$ cat config.mk
export PLATFORM = sky130hd
export DESIGN_NAME = controle_desligamento
export DESIGN_NICKNAME = d
export VERILOG_FILES = /design/src/rtl/usina_pkg.sv /design/src/rtl/acionador_barras.sv /design/src/rtl/controle_desligamento.sv
export SDC_FILE = /design/constraint.sdc
export NUM_CORES = 1
export LEC_CHECK = 0
export BUFFER_PORTS_ARGS = -buffer_cell sky130_fd_sc_hd__buf_2
export CAP_MARGIN = 20
export CORE_MARGIN = 1.5
export CORE_UTILIZATION = 55
export CTS_BUF_LIST = sky130_fd_sc_hd__clkbuf_16
export CTS_CLUSTER_SIZE = 16
export DETAILED_ROUTE_END_ITERATION = 6
export PLACE_DENSITY = 0.81
export SLEW_MARGIN = 30
export SYNTH_ARGS = -nofsm -noshare
export SYNTH_HDL_FRONTEND = slang
export SYNTH_SLANG_ARGS = --single-unit
$ cat constraint.sdc
create_clock -name clk -period 3.36 [get_ports clk]
set_input_delay 0.336 -clock clk [delete_from_list [all_inputs] [get_ports clk]]
set_output_delay 0.336 -clock clk [all_outputs]
set_load 0.02 [all_outputs]
$ cat src/rtl/usina_pkg.sv
// usina_pkg: reactor supervisor state type, default limits and the shared sensor-limit check.
package usina_pkg;

    typedef enum logic [1:0] {
        NORMAL   = 2'd0,
        ALERTA   = 2'd1,
        SCRAM    = 2'd2,
        RECUPERA = 2'd3
    } estado_t;

    localparam int unsigned LIMITE_TEMP_DEF     = 40;
    localparam int unsigned LIMITE_PRESSAO_DEF  = 7;
    localparam int unsigned LIMITE_RAD_DEF      = 1000;
    localparam int unsigned LIMITE_RAD_CRIT_DEF = 2000;
    localparam int unsigned N_CONFIRMA_DEF      = 4;
    localparam int unsigned T_ALERTA_DEF        = 64;
    localparam int unsigned T_BARRA_DEF         = 16;
    localparam int unsigned N_BARRAS_DEF        = 8;

    // Limits default to the plant values so the control-room alarm can call it with three args.
    function automatic logic excede_limite(
        input logic [7:0]  temp,
        input logic [3:0]  pressao,
        input logic [11:0] radiacao,
        input int unsigned lim_temp    = LIMITE_TEMP_DEF,
        input int unsigned lim_pressao = LIMITE_PRESSAO_DEF,
        input int unsigned lim_rad     = LIMITE_RAD_DEF
    );
        return (32'(temp) > lim_temp) | (32'(pressao) >= lim_pressao) |
               (32'(radiacao) >= lim_rad);
    endfunction

endpackage

$ cat src/rtl/acionador_barras.sv
// acionador_barras: rod-drive stepper; one rod step every T_BARRA cycles while inserting or
// withdrawing, position saturating at 0 and N_BARRAS.
module acionador_barras #(
    parameter int unsigned T_BARRA  = 16,
    parameter int unsigned N_BARRAS = 8
) (
    input  logic                          clk,
    input  logic                          rst_n,
    input  logic                          inserir,
    input  logic                          retirar,
    input  logic                          limpa,
    output logic [$clog2(N_BARRAS+1)-1:0] posBarras,
    output logic                          barraMovendo
);

    localparam int unsigned PW = $clog2(N_BARRAS + 1);
    localparam int unsigned TW = (T_BARRA > 1) ? $clog2(T_BARRA) : 1;
    localparam logic [PW-1:0] POS_MAX = PW'(N_BARRAS);
    localparam logic [TW-1:0] TMR_MAX = TW'(T_BARRA - 1);

    logic [TW-1:0] tmr_q, tmr_d;
    logic [PW-1:0] pos_q, pos_d;
    logic          mov_q, mov_d;

    // A state change restarts the step period and suppresses any step due that cycle.
    always_comb begin
        tmr_d = tmr_q;
        pos_d = pos_q;
        mov_d = 1'b0;
        if (limpa) begin
            tmr_d = '0;
        end else if (inserir || retirar) begin
            if (tmr_q == TMR_MAX) begin
                tmr_d = '0;
                if (inserir && (pos_q != POS_MAX)) begin
                    pos_d = pos_q + 1'b1;
                    mov_d = 1'b1;
                end else if (retirar && (pos_q != '0)) begin
                    pos_d = pos_q - 1'b1;
                    mov_d = 1'b1;
                end
            end else begin
                tmr_d = tmr_q + 1'b1;
            end
        end
    end

    always_ff @(posedge clk or negedge rst_n) begin
        if (!rst_n) begin
            tmr_q <= '0;
            pos_q <= '0;
            mov_q <= 1'b0;
        end else begin
            tmr_q <= tmr_d;
            pos_q <= pos_d;
            mov_q <= mov_d;
        end
    end

    assign posBarras    = pos_q;
    assign barraMovendo = mov_q;

endmodule

$ cat src/rtl/controle_desligamento.sv
// controle_desligamento: reactor-core supervisor escalating NORMAL -> ALERTA -> SCRAM on confirmed
// sensor violations. Defining CONTADOR_SCRAM_EN adds the numScram entry counter output.
module controle_desligamento
    import usina_pkg::*;
#(
    parameter int unsigned LIMITE_TEMP     = LIMITE_TEMP_DEF,
    parameter int unsigned LIMITE_PRESSAO  = LIMITE_PRESSAO_DEF,
    parameter int unsigned LIMITE_RAD      = LIMITE_RAD_DEF,
    parameter int unsigned LIMITE_RAD_CRIT = LIMITE_RAD_CRIT_DEF,
    parameter int unsigned N_CONFIRMA      = N_CONFIRMA_DEF,
    parameter int unsigned T_ALERTA        = T_ALERTA_DEF,
    parameter int unsigned T_BARRA         = T_BARRA_DEF,
    parameter int unsigned N_BARRAS        = N_BARRAS_DEF
) (
    input  logic                          clk,
    input  logic                          rst_n,
    input  logic [7:0]                    temp,
    input  logic [3:0]                    pressao,
    input  logic [11:0]                   radiacao,
    input  logic                          amostraValida,
    input  logic                          reconhece,
    input  logic                          rearme,
    output logic                          alarmeSonoro,
    output logic                          scram,
    output logic [1:0]                    estado,
    output logic [$clog2(N_BARRAS+1)-1:0] posBarras,
    output logic                          barraMovendo
`ifdef CONTADOR_SCRAM_EN
    ,
    output logic [7:0]                    numScram
`endif
);

    localparam int unsigned CW = $clog2(N_CONFIRMA + 1);
    localparam int unsigned AW = (T_ALERTA > 1) ? $clog2(T_ALERTA) : 1;
    localparam int unsigned PW = $clog2(N_BARRAS + 1);
    localparam logic [CW-1:0] CNT_MAX    = CW'(N_CONFIRMA);
    localparam logic [AW-1:0] ALERTA_MAX = AW'(T_ALERTA - 1);
    localparam logic [PW-1:0] POS_MAX    = PW'(N_BARRAS);

    estado_t       state_q, state_d;
    logic [CW-1:0] cnt_viol_q, cnt_viol_d;
    logic [CW-1:0] cnt_limpo_q, cnt_limpo_d;
    logic [AW-1:0] alerta_tmr_q, alerta_tmr_d;
    logic          silencio_q, silencio_d;
    logic          alarme_q, alarme_d;
    logic          scram_q, scram_d;
    logic          viol, crit, entra;

    assign viol = amostraValida &
                  excede_limite(temp, pressao, radiacao, LIMITE_TEMP, LIMITE_PRESSAO, LIMITE_RAD);
    assign crit = amostraValida & (32'(radiacao) >= LIMITE_RAD_CRIT);

    // Confirmation counters only move on valid samples; timers are handled separately.
    always_comb begin
        cnt_viol_d  = cnt_viol_q;
        cnt_limpo_d = cnt_limpo_q;
        if (amostraValida) begin
            if (viol) begin
                cnt_limpo_d = '0;
                if (cnt_viol_q != CNT_MAX) cnt_viol_d = cnt_viol_q + 1'b1;
            end else begin
                cnt_viol_d = '0;
                if (cnt_limpo_q != CNT_MAX) cnt_limpo_d = cnt_limpo_q + 1'b1;
            end
        end
    end

    always_comb begin
        state_d = state_q;
        case (state_q)
            NORMAL: begin
                if (crit)                        state_d = SCRAM;
                else if (cnt_viol_d == CNT_MAX)  state_d = ALERTA;
            end
            ALERTA: begin
                if (crit)                            state_d = SCRAM;
                else if (cnt_limpo_d == CNT_MAX)     state_d = NORMAL;
                else if (alerta_tmr_q == ALERTA_MAX) state_d = SCRAM;
            end
            SCRAM: begin
                if ((posBarras == POS_MAX) && rearme && (cnt_limpo_d == CNT_MAX)) begin
                    state_d = RECUPERA;
                end
            end
            RECUPERA: begin
                if (viol)                  state_d = SCRAM;
                else if (posBarras == '0)  state_d = NORMAL;
            end
            default: state_d = NORMAL;
        endcase
    end

    assign entra = (state_d != state_q);

    always_comb begin
        alerta_tmr_d = alerta_tmr_q;
        if (entra) begin
            alerta_tmr_d = '0;
        end else if ((state_q == ALERTA) && (alerta_tmr_q != ALERTA_MAX)) begin
            alerta_tmr_d = alerta_tmr_q + 1'b1;
        end
    end

    // Outputs are registered from the next state so they line up with estado.
    always_comb begin
        silencio_d = silencio_q;
        if (entra) begin
            silencio_d = 1'b0;
        end else if ((state_q == ALERTA) && reconhece) begin
            silencio_d = 1'b1;
        end
        alarme_d = (state_d == SCRAM) | ((state_d == ALERTA) & ~silencio_d);
        scram_d  = (state_d == SCRAM);
    end

    always_ff @(posedge clk or negedge rst_n) begin
        if (!rst_n) begin
            state_q      <= NORMAL;
            cnt_viol_q   <= '0;
            cnt_limpo_q  <= '0;
            alerta_tmr_q <= '0;
            silencio_q   <= 1'b0;
            alarme_q     <= 1'b0;
            scram_q      <= 1'b0;
        end else begin
            state_q      <= state_d;
            cnt_viol_q   <= cnt_viol_d;
            cnt_limpo_q  <= cnt_limpo_d;
            alerta_tmr_q <= alerta_tmr_d;
            silencio_q   <= silencio_d;
            alarme_q     <= alarme_d;
            scram_q      <= scram_d;
        end
    end

    assign estado       = state_q;
    assign alarmeSonoro = alarme_q;
    assign scram        = scram_q;

    acionador_barras #(
        .T_BARRA  (T_BARRA),
        .N_BARRAS (N_BARRAS)
    ) u_barras (
        .clk          (clk),
        .rst_n        (rst_n),
        .inserir      (state_q == SCRAM),
        .retirar      (state_q == RECUPERA),
        .limpa        (entra),
        .posBarras    (posBarras),
        .barraMovendo (barraMovendo)
    );

`ifdef CONTADOR_SCRAM_EN
    logic [7:0] num_scram_q, num_scram_d;

    always_comb begin
        num_scram_d = num_scram_q;
        if (entra && (state_d == SCRAM) && (num_scram_q != 8'hFF)) begin
            num_scram_d = num_scram_q + 8'd1;
        end
    end

    always_ff @(posedge clk or negedge rst_n) begin
        if (!rst_n) num_scram_q <= '0;
        else        num_scram_q <= num_scram_d;
    end

    assign numScram = num_scram_q;
`endif

endmodule

==> results_dict.tcl, run 1 <==
set metrics [dict create \
    switchingPower_mw 0.449 \
    synth_top_area_share_pct 39.5 \
    fmaxAchievable_ghz 0.371 \
    hold_class "primary input to asynchronous set/reset pin" \
    initial_core_util_pct 58.7 \
    final-max-slew-violation-count 0 \
    postSynthNetCount 218 \
    die_w_um 57.7 \
    final.period_utilization_pct 80.2 \
    synth_area_leaders "dfrtp_1 (39%), ha_1 (6.1%), nand2_1 (4.8%), nor2_1 (4.3%), o21ai_0 (3.9%)" \
    grt.overflow.total 0 \
    synthCells 180 \
    grtUsageTotal_pct 23.8 \
    cts-buffers-inserted 3 \
    synth_edf_count 0 \
    power_density_nw_per_um2 625 \
    htree_num_levels 1 \
    start_kind "flop" \
    post-dp-hpwl_um 2860 \
    worstPathMaxFanout 13 \
    combPwrFrac_pct 36.2 \
    cp_cell_sequence "inv_1, a311oi_2, inv_1, a211oi_1, nand3b_1, nand4_1, nor2_1" \
    grt_pass1_wl_um 6290 \
    rsz0062_at_grt "no" \
    yosysSeqAreaShare_pct 39.5 \
    crit_top_cell "inv_1" \
    syn2layout_area_growth_pct 16.2 \
    synth_ff_type "dfrtp_1" \
    hold_viol 0 \
    fin_crit_ns 2.69 \
    ys_types 44 \
    seqPwrFrac_pct 42.2 \
    slew_headroom_pct 54.7 \
    netlist_area_um2 1650 \
    arrival_ns 2.87 \
    viasPerCell 6.16 \
    cts_hold_buffers 0 \
    fill_cells 219 \
    required_ns 3.53 \
    die_y_um 57.7 \
    p_int_mw 0.749 \
    tns_ns 0 \
    cts_sinks 26 \
    drc 2 \
    finalClockSkew_ns 0.00428 \
    yosys.area.top_type "dfrtp_1" \
    avgSynthCellArea_um2 9.15 \
    clock_latency_ns 0.26 \
    die_area_um2 3330 \
    swShare_pct 37.5 \
    ctsResizeCount 0 \
    cts_tree "done" \
    ant_nets 0 \
    post-route-util_pct 68.3 \
    diodes 0 \
    core_um2 2810 \
    layout-drive-gt1-share_pct 20.2 \
    ys_async_sr_fraction_pct 100 \
    clockPowerShare_pct 21.6 \
    violations "DRC" \
    slowest_stage "a311oi_2" \
    ys.warnings.count 0 \
    nets 253 \
    r2r_start "estado[0]$_DFF_PN0_" \
    grt_pass1_vias 1442 \
    io_pins 38 \
    finalWeightedCongestion 0.868 \
    cts_setup_buffers 0 \
    tightest_slew_ns 0.674 \
    leakagePower_nw 0.876 \
    clk_path_buf_depth 2 \
    wire_per_inst_um 15.4 \
    row_count 19 \
    synth_seq_cells 26 \
    dr.first_iter.drc_count 91 \
    critPathMaxStageDelay_ns 0.62 \
    vias 1503 \
    peakVddDrop_v 0.000381 \
    crit_path_end_kind "flop" \
    status "finished, violations left" \
    drtPass1Iterations 6 \
    worstSetupPathType "flop to flop" \
    setup_violations 0 \
    routed_wl_um 3760 \
    cp-startpoint "estado[0]$_DFF_PN0_" \
    antenna_found_initial 0 \
    cts-root-buf "clkbuf_16" \
    clk_pin_slew_worst_paths_ns 0.06 \
    portBuffers 34 \
    grt_max_degree 27 \
    cap_violations 0 \
]
metrics by stage:
step | hold WS (ns) | setup WS, ns | std cells | power (mW) | cell area [um2]
2_1_floorplan | 0.0404 | 0.868 | 180 | 0.806 | 1650
3_3_place_gp | 0.361 | 0.567 | 241 | 0.899 | 1840
3_5_place_dp | 0.364 | 0.429 | 241 | 0.939 | 1840
4_1_cts | 0.0926 | 0.688 | 244 | 1.20 | 1920
5_1_grt | 0.120 | 0.466 | 244 | 1.28 | 1920
6_report | 0.0722 | 0.666 | 244 | 1.20 | 1920
cells in the mapped netlist, types with 2 or more instances:
cell type,count
xnor2_1,3
o21ai_0,13
xor2_1,7
o211ai_1,2
inv_1,9
o22ai_1,2
and3_1,2
dfrtp_1,26
nand3b_1,2
clkbuf_1,3
nand2_1,21
a21oi_1,9
a311oi_1,2
o31ai_1,3
nor2_1,19
o31a_1,2
nor4_1,2
mux2i_1,3
a211oi_1,6
nand4_1,9
and2_1,2
ha_1,8
nand3_1,3
or2_1,2
flip-flops by register name, summed over array words and instances, names as in the netlist:
signal / cells
u_barras.posBarras: 4
cnt_viol_q: 3
u_barras.barraMovendo: 1
estado: 2
alerta_tmr_q: 6
u_barras.tmr_q: 4
silencio_q: 1
cnt_limpo_q: 3
alarmeSonoro: 1
scram: 1
power groups by stage:
| stage | Clock, mW | Sequential (mW) | Combinational [mW] |
|---|---|---|---|
| after CTS | 0.260 | 0.505 | 0.432 |
| after floorplan | 0 | 0.521 | 0.285 |
| after global placement | 0 | 0.504 | 0.395 |
| after global routing | 0.274 | 0.518 | 0.491 |
| final | 0.258 | 0.506 | 0.434 |
| after detailed placement | 0 | 0.510 | 0.428 |
layer usage:
metal | GRT usage, % | up-vias | share of wire [%]
met2 | 42.2 | 49 | 52
met5 | 0 | - | 0
met4 | 6.98 | 0 | 0.56
met1 | 30.0 | 720 | 43
li1 | - | 730 | -
met3 | 3.57 | 4 | 4.6
path summary, 6_finish.rpt:
kind / cells after the start / slack [ns] / to
worst min-delay path: 1 / 0.07 / cnt_viol_q[0]$_DFF_PN0_
max in group asynchronous: 1 / 2.90 / alerta_tmr_q[2]$_DFFE_PN0P_
min in group clk: 3 / 0.46 / cnt_limpo_q[0]$_DFF_PN0_
worst min register to register: 2 / 0.52 / cnt_limpo_q[0]$_DFF_PN0_
worst max-delay path: 7 / 0.67 / alerta_tmr_q[0]$_DFFE_PN0P_
worst max register to register: 7 / 0.67 / alerta_tmr_q[0]$_DFFE_PN0P_
cells in the final DEF, fill, tap and decap left out, drive strengths merged, types with 2 or more instances in the layout:
| cell | count |
|---|---|
| inv | 9 |
| xor2 | 7 |
| o31a | 2 |
| a21oi | 10 |
| nor4 | 2 |
| o31ai | 4 |
| ha | 8 |
| nand2 | 21 |
| nor2 | 19 |
| clkbuf | 3 |
| and2 | 2 |
| xnor2 | 3 |
| a211oi | 6 |
| o21ai | 14 |
| o211ai | 2 |
| dfrtp | 26 |
| or2 | 2 |
| and3 | 3 |
| o22ai | 2 |
| nand3 | 3 |
| nand4 | 9 |
| mux2i | 3 |
| a311oi | 3 |
| buf | 34 |
| nand3b | 2 |
cells by family after synthesis:
family	Yosys count	share of synthesized area [%]
AND/OR/NAND/NOR	69	20.9
AO/OA/AOI/OAI	50	22.2
flip-flops	26	39.5
buffers and inverters	13	3.04
XOR/XNOR	10	5.32
adder cells (fa/ha/maj)	9	7.29
multiplexers	3	1.82
area by class of cell:
class / instances / area [um2] / share of cell area (%)
flip-flops and latches: 26 / 651 / 34.0
well taps: 31 / 38.8 / 2.02
inverters: 9 / 33.8 / 1.76
clock buffers: 3 / 75.1 / 3.92
multi-input cells: 141 / 947 / 49.4
repair buffers: 34 / 170 / 8.88
critical path: cells and delay by family (launching register included):
family                 cells  cell delay [ns]
AOI/OAI and AO/OA          2             0.85
buffers and inverters      2             0.35
DFF                        1             0.61
and+or+nand+nor            3             0.79
Power figures use the tool's default switching activity.
==> run 2: changes to the inputs <==
--- a/config.mk
+++ b/config.mk
@@ -8,11 +8,11 @@
 export BUFFER_PORTS_ARGS = -buffer_cell sky130_fd_sc_hd__buf_2
 export CAP_MARGIN = 20
 export CORE_MARGIN = 1.5
-export CORE_UTILIZATION = 55
+export CORE_UTILIZATION = 53
 export CTS_BUF_LIST = sky130_fd_sc_hd__clkbuf_16
 export CTS_CLUSTER_SIZE = 16
 export DETAILED_ROUTE_END_ITERATION = 6
-export PLACE_DENSITY = 0.81
+export PLACE_DENSITY = 0.79
 export SLEW_MARGIN = 30
 export SYNTH_ARGS = -nofsm -noshare
 export SYNTH_HDL_FRONTEND = slang
==> constraint.sdc (replaced) <==
create_clock -name clk -period 2.7 [get_ports clk]
set_input_delay 0.27 -clock clk [delete_from_list [all_inputs] [get_ports clk]]
set_output_delay 0.27 -clock clk [all_outputs]
set_load 0.02 [all_outputs]
==> run 2 against run 1 <==
The run ends with hold timing left. Clock-buffer cell count is the same. Worst hold slack lost 0.078 ns. Global-route usage grew 0.60 points. First-iteration DRC count grew 7.7%. Largest power group unchanged. Clock skew shrank 0.0032 ns. Wire length grew 3.1%. Cell area grew 4.8%.
==> results_dict.tcl, run 2 (synthesized netlist as in run 1, its figures left out) <==
set metrics [dict create \
    status "finished, violations left" \
    violations "hold timing" \
    swShare_pct 35.4 \
    clk_pin_slew_worst_paths_ns 0.06 \
    tns_ns 0 \
    diodes 0 \
    path_buf_inv 1 \
    hold_class "primary input to asynchronous set/reset pin" \
    fin_ws_ns 0.280 \
    crit_family "simple AND/OR/NAND/NOR gates" \
    p_int_mw 1.04 \
    initial_core_util_pct 54.9 \
    hold_viol 7 \
    worstSetupPathType "primary input to flop" \
    grt.overflow.total 0 \
    clk_path_buf_depth 2 \
    cap_violations 0 \
    wire_per_inst_um 15.2 \
    post-dp-hpwl_um 2870 \
    final-max-slew-violation-count 0 \
    arrival_ns 2.57 \
    fmaxAchievable_ghz 0.413 \
    worstPathMaxFanout 4 \
    layout-drive-gt1-share_pct 23.4 \
    cp_cell_sequence "buf_2, or4_1, a311o_1, o41ai_4, nand3_1, and3b_2, and3_4, or2_1" \
    cts-root-buf "clkbuf_16" \
    clock_latency_ns 0.26 \
    io_pins 38 \
    critPathMaxStageDelay_ns 0.51 \
    grtUsageTotal_pct 24.4 \
    die_w_um 58.8 \
    seqPwrFrac_pct 39.5 \
    cts_tree "done" \
    finalWeightedCongestion 0.893 \
    core_um2 3000 \
    htree_num_levels 1 \
    hold_ws_ns -0.00542 \
    grt_pass1_vias 1526 \
    slew_headroom_pct 61.1 \
    final_cell_mix "buf_2 (34), dfrtp_1 (26), nand2_1 (21), nor2_1 (19), o21ai_0 (13)" \
    rsz0062_at_grt "no" \
    regMostFlops "alerta_tmr_q" \
    dr.first_iter.drc_count 98 \
    die_y_um 58.8 \
    cts-buffers-inserted 3 \
    crit_path_end_kind "flop" \
    combPwrFrac_pct 33.6 \
    grt_pass1_wl_um 6640 \
    final_common_cell "buf_2" \
    final_cell_area_um2 2010 \
    finalClockSkew_ns 0.00105 \
    leakagePower_nw 0.931 \
    drc 0 \
    dp_slack_ns 0.0468 \
    clockPowerShare_pct 26.9 \
    cts_setup_buffers 0 \
    setup_violations 0 \
    vias 1527 \
    drtPass1Iterations 5 \
    place_area_um2 1900 \
    nets 261 \
    power_density_nw_per_um2 799 \
    cts_sinks 26 \
    ant_nets 0 \
    switchingPower_mw 0.568 \
    largest_register_ffs 6 \
    portBuffers 34 \
    cts_hold_buffers 0 \
    routed_wl_um 3880 \
    tightest_slew_ns 0.578 \
    fin_crit_ns 2.42 \
    die_area_um2 3450 \
    antenna_found_initial 0 \
    viasPerCell 5.99 \
    final.period_utilization_pct 89.6 \
    slowest_stage "or4_1" \
    peakVddDrop_v 0.000390 \
    required_ns 2.85 \
    start_kind "primary input" \
    ctsResizeCount 0 \
    syn2layout_area_growth_pct 21.9 \
    grt_max_degree 27 \
    row_count 20 \
]
-- run 2: final cells by class --
| cell class | count | area, um2 |
|---|---|---|
| Fill cell | 250 | 995 |
| Multi-Input combinational cell | 141 | 947 |
| Sequential cell | 26 | 651 |
| Timing Repair Buffer | 42 | 230 |
| Clock buffer | 3 | 75.1 |
| Tap cell | 33 | 41.3 |
| Inverter | 9 | 33.8 |
| Clock inverter | 1 | 30.0 |
-- run 2: routing by layer --
metal,wire (um),up-vias,GRT usage [%]
met5,0,-,0
met4,59,0,10.4
met3,158,7,3.30
met2,2050,44,42.2
met1,1610,733,30.3
li1,-,743,-
-- run 2: through the flow --
step	cells	hold slack (ns)	total power [mW]	utilization [%]
2_1_floorplan	180	-0.0256	1.00	-
3_3_place_gp	251	0.295	1.13	63.4
3_5_place_dp	251	0.307	1.17	63.4
4_1_cts	255	0.0268	1.61	66.9
5_1_grt	255	0.0370	1.72	66.9
6_report	255	-0.00542	1.60	66.9
-- run 2: final timing paths --
kind	from	to	slack (ns)	depth (start not counted)
max in group asynchronous	rst_n	cnt_limpo_q[2]$_DFF_PN0_	2.33	1
min in group clk	amostraValida	cnt_limpo_q[2]$_DFF_PN0_	0.38	2
hold / removal	rst_n	cnt_viol_q[1]$_DFF_PN0_	-0.005	1
hold reg to reg	silencio_q$_DFF_PN0_	silencio_q$_DFF_PN0_	0.51	2
setup / recovery	radiacao[10]	alarmeSonoro$_DFF_PN0_	0.28	8
setup reg to reg	cnt_limpo_q[0]$_DFF_PN0_	u_barras.posBarras[1]$_DFFE_PN0P_	0.34	10
-- run 2: power groups by stage --
stage / sequential (mW) / clock, mW / combinational (mW)
after CTS: 0.632 / 0.439 / 0.541
final: 0.633 / 0.432 / 0.539
after floorplan: 0.648 / 0 / 0.354
after detailed placement: 0.639 / 0 / 0.536
after global routing: 0.651 / 0.452 / 0.615
after global placement: 0.630 / 0 / 0.504
==> run 3: changes to the inputs <==
--- a/config.mk
+++ b/config.mk
@@ -8,11 +8,11 @@
 export BUFFER_PORTS_ARGS = -buffer_cell sky130_fd_sc_hd__buf_2
 export CAP_MARGIN = 20
 export CORE_MARGIN = 1.5
-export CORE_UTILIZATION = 53
+export CORE_UTILIZATION = 55
 export CTS_BUF_LIST = sky130_fd_sc_hd__clkbuf_16
 export CTS_CLUSTER_SIZE = 16
 export DETAILED_ROUTE_END_ITERATION = 6
-export PLACE_DENSITY = 0.79
+export PLACE_DENSITY = 0.81
 export SLEW_MARGIN = 30
 export SYNTH_ARGS = -nofsm -noshare
 export SYNTH_HDL_FRONTEND = slang
==> constraint.sdc (replaced) <==
create_clock -name clk -period 3 [get_ports clk]
set_input_delay 0.3 -clock clk [delete_from_list [all_inputs] [get_ports clk]]
set_output_delay 0.3 -clock clk [all_outputs]
set_load 0.02 [all_outputs]
==> run 3 against run 2 <==
The flow finishes with violations (DRC). Via count down 0.79%. Clock-buffer cell count unchanged. Final cell count down 2.4%. Critical path depth up 1. Largest power group unchanged.
==> results_dict.tcl, run 3 (synthesized netlist as in run 1, its figures left out) <==
set metrics [dict create \
    cts-buffers-inserted 3 \
    reg2reg_to "u_barras.posBarras[3]$_DFFE_PN0P_" \
    cts_tree "done" \
    core_um2 2810 \
    leakagePower_nw 0.912 \
    cap_violations 0 \
    power_mw 1.45 \
    tightest_slew_ns 0.691 \
    drtPass1Iterations 7 \
    htree_num_levels 1 \
    status "finished, violations left" \
    layout-drive-gt1-share_pct 22.0 \
    final_common_cell "buf_2" \
    dp_slack_ns 0.326 \
    diodes 0 \
    io_pins 38 \
    power_density_nw_per_um2 733 \
    slowest_stage "o31ai_1" \
    crit_path_end_kind "flop" \
    final.period_utilization_pct 84.1 \
    r2r_start "cnt_limpo_q[0]$_DFF_PN0_" \
    cts_setup_buffers 0 \
    start_kind "flop" \
    cp_cell_sequence "inv_1, ha_1, nor2_1, mux2i_1, o31ai_1, a311oi_1, o31ai_4, nor2_1, xor2_1" \
    cts-root-buf "clkbuf_16" \
    required_ns 3.15 \
    rsz0062_at_grt "no" \
    multi_input_area_um2 947 \
    largest_register_ffs 6 \
    clk_path_buf_depth 2 \
    initial_core_util_pct 58.7 \
    vias 1515 \
    clock_latency_ns 0.26 \
    ctsResizeCount 0 \
    wire_per_inst_um 15.4 \
    violations "DRC" \
    drc 4 \
    arrival_ns 2.67 \
    grt_pass1_vias 1470 \
    routed_wl_um 3840 \
    dr.first_iter.drc_count 91 \
    grt_pass1_wl_um 6470 \
    finalWeightedCongestion 0.919 \
    hold_class "primary input to asynchronous set/reset pin" \
    finalClockSkew_ns 0.00504 \
    clk_pin_slew_worst_paths_ns 0.07 \
    syn2layout_area_growth_pct 19.9 \
    fin_ws_ns 0.477 \
    worstSetupPathType "flop to flop" \
    fill_cells 230 \
    ant_nets 0 \
    grtUsageTotal_pct 24.7 \
    die_w_um 57.7 \
    post-dp-hpwl_um 2860 \
    seqCellArea_um2 651 \
    row_count 19 \
    nets 257 \
    grt.overflow.total 0 \
    final_cell_mix "buf_2 (34), dfrtp_1 (26), nand2_1 (21), nor2_1 (19), o21ai_0 (13)" \
    die_y_um 57.7 \
    reg2regPathDepth 9 \
    slew_headroom_pct 53.5 \
    grt_max_degree 27 \
    setup_violations 0 \
    cts_sinks 26 \
    peakVddDrop_v 0.000555 \
    hold_viol 0 \
    cts_hold_buffers 0 \
    regMostFlops "alerta_tmr_q" \
    reg2reg_setup_slack_ns 0.48 \
    viasPerCell 6.08 \
    tns_ns 0 \
    antenna_found_initial 0 \
    final-max-slew-violation-count 0 \
    crit_top_cell "nor2_1" \
    die_area_um2 3330 \
    portBuffers 34 \
    fin_crit_ns 2.52 \
    critPathMaxStageDelay_ns 0.58 \
    fmaxAchievable_ghz 0.396 \
    worstPathMaxFanout 6 \
]
==> run 3: changes by cell type in the layout (fill, tap and decap cells not counted) <==
cell   delta
buf_4     -4
==> run 3: report_power, final <==
group	leakage, nW	total [mW]	internal (mW)	switching, mW
sequential	0.320	0.572	0.446	0.126
combinational	0.541	0.487	0.218	0.269
clock	0.0511	0.390	0.266	0.124
total	0.912	1.45	0.930	0.519
==> run 3: per-layer routing <==
metal | global-route usage [%] | up-vias | share of wire, %
met5 | 0 | - | 0
met4 | 9.63 | 0 | 1.9
met3 | 4.24 | 8 | 5.1
met2 | 43.0 | 54 | 51
met1 | 30.4 | 717 | 42
li1 | - | 736 | -
==> run 3: worst max path at each step <==
| stage | startpoint | endpoint |
|---|---|---|
| CTS | cnt_limpo_q[0]$_DFF_PN0_ | u_barras.posBarras[3]$_DFFE_PN0P_ |
| floorplan | radiacao[10] | alarmeSonoro$_DFF_PN0_ |
| detailed placement | radiacao[10] | u_barras.posBarras[3]$_DFFE_PN0P_ |
| global route | cnt_limpo_q[0]$_DFF_PN0_ | u_barras.posBarras[3]$_DFFE_PN0P_ |
| global placement | radiacao[10] | u_barras.posBarras[3]$_DFFE_PN0P_ |
| finish | cnt_limpo_q[0]$_DFF_PN0_ | u_barras.posBarras[3]$_DFFE_PN0P_ |
==> run 3: final cells by class <==
type / instances / area share [%]
clock buffers: 3 / 3.80
clock inverters: 1 / 1.52
multi-input cells: 141 / 47.9
flip-flops and latches: 26 / 32.9
inverters: 9 / 1.71
repair buffers: 38 / 10.1
well taps: 31 / 1.96
==> run 3: worst max-delay path: cells and delay by family, from the launching register on <==
| kind | cells | cell delay, ns |
|---|---|---|
| muxes | 1 | 0.08 |
| AOI/OAI and AO/OA | 3 | 1.25 |
| and+or+nand+nor | 2 | 0.20 |
| adders and majority gates | 1 | 0.25 |
| xor gates and xnor gates | 1 | 0.15 |
| DFF | 1 | 0.39 |
| buffers and inverters | 1 | 0.10 |
==> run 3: metrics by stage <==
stage	std cells	cell area, um2	hold slack (ns)	util [%]
after global placement	245	1870	0.323	66.7
after floorplan	180	1650	0.00441	-
final	249	1980	0.0257	70.4
after global routing	249	1980	0.0718	70.4
after detailed placement	245	1870	0.330	66.7
after CTS	249	1980	0.0464	70.4
